### config.mk
export PLATFORM = sky130hd
export DESIGN_NAME = addsub_arbiter_flat
export DESIGN_NICKNAME = d
export VERILOG_FILES = /design/src/rtl/addsub_arbiter_if.sv /design/src/rtl/addsub_arbiter.sv /design/src/flat_wrapper.sv
export SDC_FILE = /design/constraint.sdc
export NUM_CORES = 1
export LEC_CHECK = 0
export CAP_MARGIN = 15
export CORE_ASPECT_RATIO = 2
export CORE_UTILIZATION = 44
export CTS_BUF_LIST = sky130_fd_sc_hd__clkbuf_4 sky130_fd_sc_hd__clkbuf_8
export DETAILED_ROUTE_END_ITERATION = 12
export GPL_TIMING_DRIVEN = 0
export HOLD_SLACK_MARGIN = 0.1
export PLACE_DENSITY = 0.95
export SYNTH_ARGS = -nofsm -noshare
export SYNTH_HDL_FRONTEND = slang
export SYNTH_SLANG_ARGS = --single-unit
### constraint.sdc
create_clock -name clk -period 5.5 [get_ports clk]
set_input_delay 0.55 -clock clk [delete_from_list [all_inputs] [get_ports clk]]
set_output_delay 0.55 -clock clk [all_outputs]
set_load 0.01 [all_outputs]
### src/rtl/addsub_arbiter_if.sv
// Bus bundle between the addsub_arbiter, its requesting clients and the
// shared combinational addsub unit. The ovf line exists only when
// ADDSUB_ARB_OVF_EN is defined.
interface addsub_arbiter_if #(
  parameter int WIDTH = 8,
  parameter int NREQ  = 4
);
  // Client request side
  logic [NREQ-1:0]       req;
  logic [NREQ*WIDTH-1:0] dataa_in;
  logic [NREQ*WIDTH-1:0] datab_in;
  logic [NREQ-1:0]       add_sub_in;
  // Shared addsub unit side
  logic [WIDTH-1:0]      as_dataa;
  logic [WIDTH-1:0]      as_datab;
  logic                  as_add_sub;
  logic [WIDTH-1:0]      as_result;
  // Client response side
  logic [NREQ-1:0]       grant;
  logic [NREQ-1:0]       done;
  logic [WIDTH-1:0]      result_out;
`ifdef ADDSUB_ARB_OVF_EN
  logic                  ovf;
`endif

  // Arbiter view
  modport slave (
    input  req, dataa_in, datab_in, add_sub_in, as_result,
    output as_dataa, as_datab, as_add_sub, grant, done, result_out
`ifdef ADDSUB_ARB_OVF_EN
    , output ovf
`endif
  );

  // Environment view (clients plus the addsub unit)
  modport master (
    output req, dataa_in, datab_in, add_sub_in, as_result,
    input  as_dataa, as_datab, as_add_sub, grant, done, result_out
`ifdef ADDSUB_ARB_OVF_EN
    , input ovf
`endif
  );
endinterface

### src/rtl/addsub_arbiter.sv
// Round-robin arbiter/sequencer sharing one combinational addsub unit among
// NREQ requesters. The winner's operands are registered onto the addsub
// inputs (OP), the result is captured one cycle later and returned with a
// one-cycle done pulse (DONE). Under back-to-back load DONE goes straight to
// OP, giving one operation every two cycles.
// Optional feature: define ADDSUB_ARB_OVF_EN to add the registered signed
// overflow flag (bus.ovf).
module addsub_arbiter #(
  parameter int WIDTH = 8,
  parameter int NREQ  = 4
) (
  input  logic             clk,
  input  logic             reset,
  addsub_arbiter_if.slave  bus
);

  localparam int IDXW = (NREQ > 1) ? $clog2(NREQ) : 1;

  typedef enum logic [1:0] {
    S_IDLE = 2'd0,
    S_OP   = 2'd1,
    S_DONE = 2'd2
  } state_t;

  state_t r_state;
  state_t w_next_state;

  logic [IDXW-1:0]         r_ptr;
  logic [IDXW-1:0]         r_idx;
  logic [IDXW-1:0]         w_idx_inc;
  logic [IDXW-1:0]         w_base;
  logic [IDXW-1:0]         w_win_idx;
  logic                    w_win_vld;
  logic [NREQ-1:0]         w_elig;
  logic [NREQ-1:0]         w_idx_onehot;
  logic [NREQ-1:0]         w_win_onehot;

  logic signed [WIDTH-1:0] r_as_dataa;
  logic signed [WIDTH-1:0] r_as_datab;
  logic                    r_as_add_sub;
  logic signed [WIDTH-1:0] r_result;
  logic [NREQ-1:0]         r_grant;
  logic [NREQ-1:0]         r_done;

  // Next requester index after i, wrapping NREQ-1 back to 0.
  function automatic logic [IDXW-1:0] idx_inc(input logic [IDXW-1:0] i);
    if (int'(i) == NREQ - 1) begin
      return '0;
    end
    return IDXW'(int'(i) + 1);
  endfunction

  // One-hot decode of a requester index.
  function automatic logic [NREQ-1:0] onehot(input logic [IDXW-1:0] i);
    return {{(NREQ-1){1'b0}}, 1'b1} << i;
  endfunction

`ifdef ADDSUB_ARB_OVF_EN
  // Signed overflow: effective operands (A, B for add; A, -B for subtract)
  // share a sign and the wrapped result's sign differs from it. The sign of
  // -B is taken as the inverse of B's sign, so 0 - (-2^(W-1)) flags too.
  function automatic logic ovf_calc(input logic signed [WIDTH-1:0] a,
                                    input logic signed [WIDTH-1:0] b,
                                    input logic signed [WIDTH-1:0] r,
                                    input logic                    add);
    logic sa;
    logic sb_eff;
    sa     = a[WIDTH-1];
    sb_eff = add ? b[WIDTH-1] : ~b[WIDTH-1];
    return (sa == sb_eff) && (r[WIDTH-1] != sa);
  endfunction

  logic r_ovf;
`endif

  assign w_idx_inc    = idx_inc(r_idx);
  assign w_idx_onehot = onehot(r_idx);
  assign w_win_onehot = onehot(w_win_idx);

  // Eligible vector and search start: IDLE searches req from ptr; DONE masks
  // the current winner and searches from the pointer being written this edge.
  always_comb begin
    w_elig = '0;
    w_base = r_ptr;
    case (r_state)
      S_IDLE: begin
        w_elig = bus.req;
      end
      S_DONE: begin
        w_elig = bus.req & ~w_idx_onehot;
        w_base = w_idx_inc;
      end
      default: begin
        w_elig = '0;
      end
    endcase
  end

  // Round-robin pick: walk from w_base downward in priority so the closest
  // set bit at or after the base is the final assignment.
  always_comb begin
    int pos;
    pos       = 0;
    w_win_vld = 1'b0;
    w_win_idx = '0;
    for (int k = NREQ - 1; k >= 0; k--) begin
      pos = int'(w_base) + k;
      if (pos >= NREQ) begin
        pos = pos - NREQ;
      end
      if (w_elig[pos]) begin
        w_win_vld = 1'b1;
        w_win_idx = IDXW'(pos);
      end
    end
  end

  // FSM next state: OP always completes; IDLE/DONE start a new OP on a win.
  always_comb begin
    w_next_state = r_state;
    case (r_state)
      S_IDLE:  w_next_state = w_win_vld ? S_OP : S_IDLE;
      S_OP:    w_next_state = S_DONE;
      S_DONE:  w_next_state = w_win_vld ? S_OP : S_IDLE;
      default: w_next_state = S_IDLE;
    endcase
  end

  // FSM state register.
  always_ff @(posedge clk or negedge reset) begin
    if (!reset) begin
      r_state <= S_IDLE;
    end else begin
      r_state <= w_next_state;
    end
  end

  // Control: winner index, grant/done strobes and round-robin pointer.
  always_ff @(posedge clk or negedge reset) begin
    if (!reset) begin
      r_ptr   <= '0;
      r_idx   <= '0;
      r_grant <= '0;
      r_done  <= '0;
    end else begin
      case (r_state)
        S_OP: begin
          r_grant <= '0;
          r_done  <= w_idx_onehot;
        end
        S_DONE: begin
          r_done  <= '0;
          r_ptr   <= w_idx_inc;
        end
        default: begin
          r_done  <= '0;
        end
      endcase
      if (w_win_vld) begin
        r_idx   <= w_win_idx;
        r_grant <= w_win_onehot;
      end
    end
  end

  // Operand latch: requester inputs are sampled only on the granting edge.
  always_ff @(posedge clk or negedge reset) begin
    if (!reset) begin
      r_as_dataa   <= '0;
      r_as_datab   <= '0;
      r_as_add_sub <= 1'b0;
    end else if (w_win_vld) begin
      r_as_dataa   <= bus.dataa_in[int'(w_win_idx)*WIDTH +: WIDTH];
      r_as_datab   <= bus.datab_in[int'(w_win_idx)*WIDTH +: WIDTH];
      r_as_add_sub <= bus.add_sub_in[w_win_idx];
    end
  end

  // Result capture on the OP -> DONE edge; held until the next capture.
  always_ff @(posedge clk or negedge reset) begin
    if (!reset) begin
      r_result <= '0;
    end else if (r_state == S_OP) begin
      r_result <= bus.as_result;
    end
  end

`ifdef ADDSUB_ARB_OVF_EN
  // Overflow flag registered alongside the result.
  always_ff @(posedge clk or negedge reset) begin
    if (!reset) begin
      r_ovf <= 1'b0;
    end else if (r_state == S_OP) begin
      r_ovf <= ovf_calc(r_as_dataa, r_as_datab, bus.as_result, r_as_add_sub);
    end
  end

  assign bus.ovf = r_ovf;
`endif

  assign bus.as_dataa   = r_as_dataa;
  assign bus.as_datab   = r_as_datab;
  assign bus.as_add_sub = r_as_add_sub;
  assign bus.grant      = r_grant;
  assign bus.done       = r_done;
  assign bus.result_out = r_result;

endmodule

### src/flat_wrapper.sv
// flat-port wrapper written by rule: the top's interface ports become plain ports
module addsub_arbiter_flat 
#(
  parameter int WIDTH = 8,
  parameter int NREQ  = 4
)
  (clk, reset, bus_req, bus_dataa_in, bus_datab_in, bus_add_sub_in, bus_as_result, bus_as_dataa, bus_as_datab, bus_as_add_sub, bus_grant, bus_done, bus_result_out);
  addsub_arbiter_if #(.WIDTH(WIDTH), .NREQ(NREQ)) bus_i ();
  input  logic clk;
  input  logic reset;
  input wire logic [$bits(bus_i.req)-1:0] bus_req;
  input wire logic [$bits(bus_i.dataa_in)-1:0] bus_dataa_in;
  input wire logic [$bits(bus_i.datab_in)-1:0] bus_datab_in;
  input wire logic [$bits(bus_i.add_sub_in)-1:0] bus_add_sub_in;
  input wire logic [$bits(bus_i.as_result)-1:0] bus_as_result;
  output wire logic [$bits(bus_i.as_dataa)-1:0] bus_as_dataa;
  output wire logic [$bits(bus_i.as_datab)-1:0] bus_as_datab;
  output wire logic [$bits(bus_i.as_add_sub)-1:0] bus_as_add_sub;
  output wire logic [$bits(bus_i.grant)-1:0] bus_grant;
  output wire logic [$bits(bus_i.done)-1:0] bus_done;
  output wire logic [$bits(bus_i.result_out)-1:0] bus_result_out;
  assign bus_i.req = bus_req;
  assign bus_i.dataa_in = bus_dataa_in;
  assign bus_i.datab_in = bus_datab_in;
  assign bus_i.add_sub_in = bus_add_sub_in;
  assign bus_i.as_result = bus_as_result;
  assign bus_as_dataa = bus_i.as_dataa;
  assign bus_as_datab = bus_i.as_datab;
  assign bus_as_add_sub = bus_i.as_add_sub;
  assign bus_grant = bus_i.grant;
  assign bus_done = bus_i.done;
  assign bus_result_out = bus_i.result_out;
  addsub_arbiter #(.WIDTH(WIDTH), .NREQ(NREQ)) u_core (.clk(clk), .reset(reset), .bus(bus_i));
endmodule
==> flow_summary.json, run 1 <==
{
  "dpl-instance-area_sq_um": 3423,
  "hold_class": "in2async",
  "drcViolationCount": 0,
  "syn_area_per_cell_sq_um": 10.76,
  "die_w_microns": 52.18,
  "overflow": 0,
  "worstMarginPinSlew_ns": 0.8797,
  "h-tree-depth": 2,
  "worst_ir_drop_vdd_v": 0.0004829,
  "rsz0062_at_grt": "false",
  "dieArea_sq_um": 5341,
  "clk_pin_slew_ns": 0.08,
  "leakagePower_nw": 1.507,
  "synth_edf_count": 0,
  "fin_skew_ns": 0.007259,
  "async_flop_share_pct": 100.0,
  "fin_cells": 385,
  "firstDrtPassIters": 4,
  "seqCellArea_sq_um": 975.9,
  "yosysWarnings": 0,
  "core-area_sq_um": 4865,
  "critical_path.startpoint": "bus_req[0]",
  "io_buffers": 114,
  "crit_fanout": 10,
  "post_cts_resized": 0,
  "power.density_nw_per_um2": 575.8,
  "yosysSeqAreaShare_pct": 44.04,
  "clkLatencyLatePin_ns": 0.29,
  "wl_per_cell_microns": 16.90,
  "final_common_cell": "clkdlybuf4s50_1",
  "fillers": 350,
  "fin_crit_sh_pct": 51.11,
  "post_cts_buffers": 0,
  "cp.required_ns": 5.70,
  "maxCapViolations": 0,
  "crit_type": "in2reg",
  "grt_max_degree": 40,
  "slew_violations": 0,
  "netlist_area_sq_um": 2216,
  "cts_sinks": 39,
  "std_cell_rows": 36,
  "dp.cells": 377,
  "place_congestion": 0.8140,
  "multiInputGateArea_sq_um": 1117,
  "wirelength_mm": 6.508,
  "netlist_instances": 206,
  "ys_ff_latch": 39,
  "start_util_pct": 45.55,
  "regToRegStartpoint": "u_core.r_idx[0]",
  "max-slew-margin-rel_pct": 41.35,
  "setup_tns_ns": 0,
  "cts-root-buf": "clkbuf_8",
  "antennaDiodeCount": 0,
  "final_antenna_net_count": 0,
  "ctsHoldBuffers": 0,
  "setup.worst_path.end_class": "flip-flop",
  "cts.path.max_buffers": 2,
  "synth_ff_type": "dfrtp_1",
  "nets": 413,
  "grtUsageTotal_pct": 26.69,
  "final_cell_mix": "113 x clkdlybuf4s50_1, 39 x dfrtp_1, 28 x mux2i_1, 27 x nand2_1, 15 x nor2_1",
  "hold_viol_final": 0,
  "fin_crit_ns": 2.811,
  "grt_pass1_wl_mm": 10.54,
  "avgViaCountPerCell": 5.616,
  "grt_pass1_vias": 2305,
  "io_pins": 115,
  "syn-num-nets": 292,
  "arrival_ns": 3.01,
  "die_h_microns": 102.4,
  "area_growth_pct": 59.18,
  "hpwlAfterDp_mm": 5.063,
  "vias": 2162,
  "synth_cell_types": 43,
  "fmax_ghz": 0.3557,
  "layout-drive-gt1-share_pct": 10.67,
  "finalSetupViolCount": 0,
  "antenna_found_initial": 0,
  "drt-initial-drc-count": 56,
  "finalInstanceArea_sq_um": 3527,
  "cts_tree": "built",
  "cp-start-kind": "input pin",
  "cts_buffers": 5,
  "status": "finished, final reports clean"
}
-- cell families (layout without fill, tap and decap cells) --
| kind of cell | after synthesis | count (layout) | synth area share, % |
|---|---|---|---|
| and+or+nand+nor | 66 | 66 | 14.06 |
| AOI/OAI and AO/OA | 44 | 44 | 20.10 |
| DFF | 39 | 39 | 44.04 |
| muxes | 30 | 30 | 14.00 |
| buffers and inverters | 23 | 145 | 5.533 |
| adders and majority gates | 4 | 4 | 2.259 |
-- power breakdown --
| group | total, mW | internal [mW] | leakage (nW) | switching [mW] |
|---|---|---|---|---|
| sequential | 0.523 | 0.432 | 0.474 | 0.0904 |
| combinational | 1.29 | 0.634 | 0.978 | 0.652 |
| clock | 0.221 | 0.119 | 0.0549 | 0.102 |
| total | 2.03 | 1.19 | 1.51 | 0.845 |
-- synthesized netlist by cell type, types with 2 or more instances --
master     instances  area share (%)
mux2_4             2             1.4
o211ai_1           7             2.4
a221oi_2          11             7.5
a32oi_1            6             2.4
a22o_1             3             1.2
inv_1             10             1.7
nand2_1           27             4.6
ha_1               4             2.3
mux2i_1           28              13
nand3_1            8             1.8
and3_1             4             1.1
nor2_1            15             2.5
dfrtp_1           39              44
buf_4              4             1.4
clkbuf_1           4            0.68
o2bb2ai_1          2            0.79
buf_2              2            0.45
a21o_1             3             1.0
nor2b_1            3            0.85
-- path summary, 6_finish.rpt --
check | to | slack (ns) | cells past startpoint
min reg2reg | u_core.bus.result_out[1] | 0.48 | 2
max in group asynchronous | u_core.bus.result_out[1] | 4.57 | 1
max reg2reg | u_core.bus.as_datab[6] | 2.81 | 9
min | u_core.bus.as_add_sub | 0.36 | 1
max | u_core.bus.as_dataa[4] | 2.69 | 9
min in group clk | u_core.bus.result_out[1] | 0.48 | 2
-- worst max-delay path: stages --
cell,delay (ns)
clkdlybuf4s50_1,0.49
nor4_1,0.28
nor2_1,0.06
a2111oi_0,0.43
or2_2,0.20
clkbuf_1,0.37
nor2_1,0.15
buf_4,0.23
a221oi_2,0.24
-- sequential cells by signal (all words and copies together), names as in the netlist --
register,count
u_core.bus.result_out,8
u_core.bus.as_dataa,8
u_core.bus.done,4
u_core.bus.as_add_sub,1
u_core.r_ptr,2
u_core.r_state,2
u_core.r_idx,2
u_core.bus.grant,4
u_core.bus.as_datab,8
-- stage by stage --
| step | total power, mW | setup WS, ns | hold slack (ns) | util, % |
|---|---|---|---|---|
| after floorplan | 1.323 | 3.189 | 0.2544 | - |
| after global placement | 1.760 | 2.434 | 0.4588 | 70.47 |
| after detailed placement | 1.805 | 2.424 | 0.4647 | 70.37 |
| after CTS | 2.031 | 2.705 | 0.3983 | 72.51 |
| after global routing | 2.164 | 2.494 | 0.4339 | 72.51 |
| final | 2.031 | 2.689 | 0.3620 | 72.51 |
-- metal layers --
layer | vias to the layer above | part of all wire (%) | GRT usage, %
met1 | 1042 | 34 | 26.74
met5 | - | 0 | 0
met2 | 108 | 58 | 50.10
met3 | 15 | 5.3 | 5.060
li1 | 997 | - | -
met4 | 0 | 2.7 | 13.16
-- area by class of cell --
| class | count | share of cell area, % |
|---|---|---|
| plain buffers | 12 | 2.306 |
| clock buffers | 8 | 2.944 |
| inverters | 11 | 1.171 |
| multi-input cells | 144 | 31.68 |
| flip-flops and latches | 39 | 27.67 |
| well taps | 57 | 2.022 |
| repair buffers | 114 | 32.21 |
(Power assumes the default switching activity.)
==> run 2, diff against run 1 <==
--- a/config.mk
+++ b/config.mk
@@ -7,12 +7,12 @@
 export LEC_CHECK = 0
 export CAP_MARGIN = 15
 export CORE_ASPECT_RATIO = 2
-export CORE_UTILIZATION = 44
+export CORE_UTILIZATION = 41
 export CTS_BUF_LIST = sky130_fd_sc_hd__clkbuf_4 sky130_fd_sc_hd__clkbuf_8
 export DETAILED_ROUTE_END_ITERATION = 12
 export GPL_TIMING_DRIVEN = 0
 export HOLD_SLACK_MARGIN = 0.1
-export PLACE_DENSITY = 0.95
+export PLACE_DENSITY = 0.92
 export SYNTH_ARGS = -nofsm -noshare
 export SYNTH_HDL_FRONTEND = slang
 export SYNTH_SLANG_ARGS = --single-unit
==> constraint.sdc (replaced) <==
create_clock -name clk -period 2.9 [get_ports clk]
set_input_delay 0.29 -clock clk [delete_from_list [all_inputs] [get_ports clk]]
set_output_delay 0.29 -clock clk [all_outputs]
set_load 0.01 [all_outputs]
==> flow_summary.json, run 2 (synthesized netlist as in run 1, its figures left out) <==
{
  "final_cell_mix": "113 x clkdlybuf4s50_1, 39 x dfrtp_1, 28 x mux2i_1, 27 x nand2_1, 15 x nor2_1",
  "firstDrtPassIters": 4,
  "swShare_pct": 41.45,
  "ctsHoldBuffers": 0,
  "post_cts_resized": 0,
  "antennaDiodeCount": 0,
  "wl_per_cell_microns": 16.99,
  "dieArea_sq_um": 5721,
  "fillers": 419,
  "wirelength_mm": 6.543,
  "clk_pin_slew_ns": 0.08,
  "fin_crit_sh_pct": 93.38,
  "cts.path.max_buffers": 2,
  "hpwlAfterDp_mm": 5.112,
  "hold_viol_final": 0,
  "drt-initial-drc-count": 54,
  "die_h_microns": 106.0,
  "area_growth_pct": 59.63,
  "grt_pass1_vias": 2335,
  "rsz0062_at_grt": "false",
  "clkPwrFrac_pct": 12.2,
  "grtUsageTotal_pct": 25.45,
  "post_cts_buffers": 0,
  "seqCellArea_sq_um": 975.9,
  "arrival_ns": 2.88,
  "die_w_microns": 53.99,
  "hold_class": "in2async",
  "setup.worst_path.end_class": "flip-flop",
  "dpl-instance-area_sq_um": 3425,
  "h-tree-depth": 2,
  "final_antenna_net_count": 0,
  "drcViolationCount": 0,
  "fin_ws_ns": 0.1919,
  "fmax_ghz": 0.3693,
  "cts_buffers": 5,
  "antenna_found_initial": 0,
  "nets": 412,
  "core-area_sq_um": 5185,
  "max-slew-margin-rel_pct": 42.67,
  "vias": 2121,
  "layout-drive-gt1-share_pct": 10.70,
  "crit_fanout": 10,
  "leakagePower_nw": 1.509,
  "clkLatencyLatePin_ns": 0.30,
  "power.total_mw": 3.894,
  "finalSetupViolCount": 0,
  "std_cell_rows": 37,
  "fin_crit_ns": 2.708,
  "power.switching_mw": 1.614,
  "cts_sinks": 39,
  "maxCapViolations": 0,
  "multiInputGateArea_sq_um": 1117,
  "cp.required_ns": 3.07,
  "place_congestion": 0.8063,
  "grt_pass1_wl_mm": 10.72,
  "power.internal_mw": 2.280,
  "cts-root-buf": "clkbuf_8",
  "worstMarginPinSlew_ns": 0.8600,
  "cts_tree": "built",
  "crit_type": "reg2reg",
  "slew_violations": 0,
  "fin_skew_ns": 0.004212,
  "combPwrFrac_pct": 62.4,
  "pre_cts_ws_ns": -0.01744,
  "io_pins": 115,
  "grt_max_degree": 40,
  "avgViaCountPerCell": 5.509,
  "worst_ir_drop_vdd_v": 0.0007964,
  "status": "finished, final reports clean",
  "regToRegStartpoint": "u_core.r_idx[0]",
  "final_common_cell": "clkdlybuf4s50_1",
  "final_core_util_pct": 68.22,
  "power.density_nw_per_um2": 1101,
  "finalInstanceArea_sq_um": 3537,
  "critical_path.startpoint": "u_core.r_idx[0]",
  "overflow": 0,
  "io_buffers": 114,
  "cp-start-kind": "flip-flop",
  "start_util_pct": 42.74,
  "pwr-share-seq_pct": 25.3
}
-- run 2: changes by cell type in the layout (fill, tap and decap cells not counted) --
cell,before,now
bufinv_16,0,1
clkbuf_4,1,0
inv_6,0,1
clkinv_4,0,1
clkbuf_1,4,3
clkbuf_8,7,5
-- run 2: worst paths after layout --
kind | end | slack (ns) | depth (start not counted)
worst max-delay path | u_core.bus.as_datab[6] | 0.19 | 9
worst min-delay path | u_core.bus.as_dataa[5] | 0.1 | 1
worst max register to register | u_core.bus.as_datab[6] | 0.19 | 9
worst min register to register | u_core.bus.result_out[5] | 0.48 | 2
max in group asynchronous | u_core.bus.done[0] | 2.26 | 1
min in group clk | u_core.bus.result_out[5] | 0.48 | 2
-- run 2: power groups by stage --
stage	clock network [mW]	registers (mW)	logic, mW
after detailed placement	0	0.990	2.44
after CTS	0.480	0.985	2.44
final	0.477	0.986	2.43
after floorplan	0	1.07	1.44
after global routing	0.511	1.02	2.64
after global placement	0	0.978	2.36
-- run 2: cell type report --
type,count,share of cell area [%]
Inverter,11,1.167
Timing Repair Buffer,114,32.12
Clock buffer,5,1.946
Sequential cell,39,27.59
Clock inverter,3,1.344
Tap cell,58,2.052
Buffer,11,2.193
Multi-Input combinational cell,144,31.59
-- run 2: per-stage QoR --
step	hold slack, ns	setup TNS [ns]	std cells
floorplan	-0.005591	0	206
global placement	0.4592	0	378
detailed placement	0.4548	-0.03112	378
CTS	0.1330	0	386
global route	0.1722	0	385
finish	0.09623	0	385
-- run 2: layer usage --
| metal | track usage (%) | part of all wire [%] | vias up |
|---|---|---|---|
| met5 | 0 | 0 | - |
| met4 | 8.242 | 1.8 | 0 |
| met3 | 4.864 | 5.0 | 12 |
| met2 | 47.18 | 59 | 91 |
| met1 | 26.77 | 34 | 1024 |
| li1 | - | - | 994 |
-- run 2: critical path, cell delays in order, from the launching register on --
cell and delay, ns:
dfrtp_1 0.43, inv_1 0.08, ha_1 0.33, and4b_1 0.21, a211oi_1 0.34, o31ai_2 0.12
a21oi_2 0.45, buf_4 0.31, mux2i_1 0.21, o211ai_1 0.10
==> run 3, diff against run 2 <==
--- a/config.mk
+++ b/config.mk
@@ -13,6 +13,7 @@
 export GPL_TIMING_DRIVEN = 0
 export HOLD_SLACK_MARGIN = 0.1
 export PLACE_DENSITY = 0.92
+export SLEW_MARGIN = 20
 export SYNTH_ARGS = -nofsm -noshare
 export SYNTH_HDL_FRONTEND = slang
 export SYNTH_SLANG_ARGS = --single-unit
==> flow_summary.json, run 3 (synthesized netlist as in run 1, its figures left out) <==
{
  "status": "finished, final reports clean",
  "cts_tree": "built",
  "regToRegStartpoint": "u_core.r_idx[0]",
  "arrival_ns": 2.80,
  "hold_viol_final": 0,
  "worstRegToRegCells": 8,
  "max-slew-margin-rel_pct": 67.77,
  "io_pins": 115,
  "dpl-instance-area_sq_um": 3445,
  "crit_fanout": 10,
  "cp-start-kind": "flip-flop",
  "drt-initial-drc-count": 58,
  "core-area_sq_um": 5185,
  "antennaDiodeCount": 0,
  "fin_cells": 387,
  "io_buffers": 114,
  "antenna_found_initial": 0,
  "maxCapViolations": 0,
  "cts_sinks": 39,
  "overflow": 0,
  "crit_type": "reg2reg",
  "layout-drive-gt1-share_pct": 10.94,
  "cts-root-buf": "clkbuf_8",
  "final_common_cell": "clkdlybuf4s50_1",
  "r2r-end": "u_core.bus.as_datab[0]",
  "fillers": 391,
  "final_core_util_pct": 68.94,
  "finalInstanceArea_sq_um": 3575,
  "drcViolationCount": 0,
  "worstMarginPinSlew_ns": 0.4834,
  "final_antenna_net_count": 0,
  "setup_tns_ns": 0,
  "grt_pass1_vias": 2426,
  "rsz0062_at_grt": "false",
  "power.total_mw": 3.915,
  "vias": 2140,
  "wl_per_cell_microns": 17.33,
  "clk_pin_slew_ns": 0.09,
  "place_congestion": 0.8063,
  "dieArea_sq_um": 5721,
  "slew_violations": 0,
  "final_cell_mix": "113 x clkdlybuf4s50_1, 39 x dfrtp_1, 28 x mux2i_1, 27 x nand2_1, 15 x nor2_1",
  "area_growth_pct": 61.32,
  "fin_crit_ns": 2.638,
  "fin_skew_ns": 0.01401,
  "std_cell_rows": 37,
  "pre_cts_ws_ns": 0.02743,
  "cts_buffers": 5,
  "worst_ir_drop_vdd_v": 0.0009311,
  "grtUsageTotal_pct": 25.72,
  "hpwlAfterDp_mm": 5.330,
  "grt_max_degree": 30,
  "power.density_nw_per_um2": 1095,
  "setup.worst_path.end_class": "flip-flop",
  "firstDrtPassIters": 4,
  "cp.required_ns": 3.06,
  "avgViaCountPerCell": 5.530,
  "start_util_pct": 42.74,
  "nets": 414,
  "post_cts_buffers": 0,
  "grt_pass1_wl_mm": 10.80,
  "die_w_microns": 53.99,
  "leakagePower_nw": 1.524,
  "fin_ws_ns": 0.2621,
  "finalSetupViolCount": 0,
  "h-tree-depth": 2,
  "fmax_ghz": 0.3791,
  "cts.path.max_buffers": 2,
  "die_h_microns": 106.0,
  "hold_class": "in2async",
  "dp.cells": 379,
  "timing.hold.ws_ns": 0.4251,
  "wirelength_mm": 6.705,
  "fin_crit_sh_pct": 90.96,
  "reg2reg_setup_slack_ns": 0.26,
  "clkLatencyLatePin_ns": 0.29
}
run 3: changes by cell type in the layout (fill, tap and decap cells not counted):
cell           change
dlygate4sd3_1      +1
a21oi_4            +1
buf_12             +1
a21oi_2            -1
run 3: metal layers:
| layer | wire length [microns] | track usage, % |
|---|---|---|
| met5 | 0 | 0 |
| met4 | 225 | 11.90 |
| met3 | 307 | 4.006 |
| met2 | 4014 | 47.88 |
| met1 | 2158 | 25.62 |
run 3: worst max-delay path, stage by stage (launching register included):
cell,delay (ns)
dfrtp_1,0.42
inv_1,0.08
ha_1,0.33
mux2_4,0.30
mux2_4,0.32
a211oi_4,0.40
buf_6,0.23
nand2b_1,0.27
o211ai_1,0.15
run 3: cell type report:
| class | instances | area [sq um] | area share, % |
|---|---|---|---|
| clock inverter | 3 | 47.55 | 1.330 |
| tap | 58 | 72.57 | 2.030 |
| inverter | 11 | 41.29 | 1.155 |
| multi-input combinational | 144 | 1125 | 31.47 |
| timing repair buffer | 116 | 1166 | 32.62 |
| buffer | 11 | 77.57 | 2.170 |
| sequential | 39 | 975.9 | 27.30 |
| clock buffer | 5 | 68.82 | 1.925 |
run 3: power by group:
| part | switching [mW] | total [mW] | internal [mW] |
|---|---|---|---|
| sequential | 0.169 | 0.989 | 0.819 |
| clock | 0.210 | 0.471 | 0.261 |
| combinational | 1.25 | 2.45 | 1.21 |
| total | 1.63 | 3.91 | 2.29 |
run 3: repair_timing:
action | in CTS | in global routing
hold buffers | 1 | 0
setup endpoints to repair | 0 | 1
resized for setup | 0 | 1
hold endpoints to repair | 10 | 0
run 3: worst max-delay path by stage:
stage / startpoint / to / cells past startpoint
2_1_floorplan: u_core.r_idx[0] / u_core.bus.as_dataa[5] / 8
3_5_place_dp: bus_req[1] / u_core.bus.as_dataa[4] / 9
5_1_grt: u_core.r_idx[0] / u_core.bus.as_datab[5] / 8
4_1_cts: u_core.r_idx[0] / u_core.bus.as_datab[6] / 9
3_3_place_gp: bus_req[1] / u_core.bus.as_datab[1] / 9
6_report: u_core.r_idx[0] / u_core.bus.as_datab[0] / 8
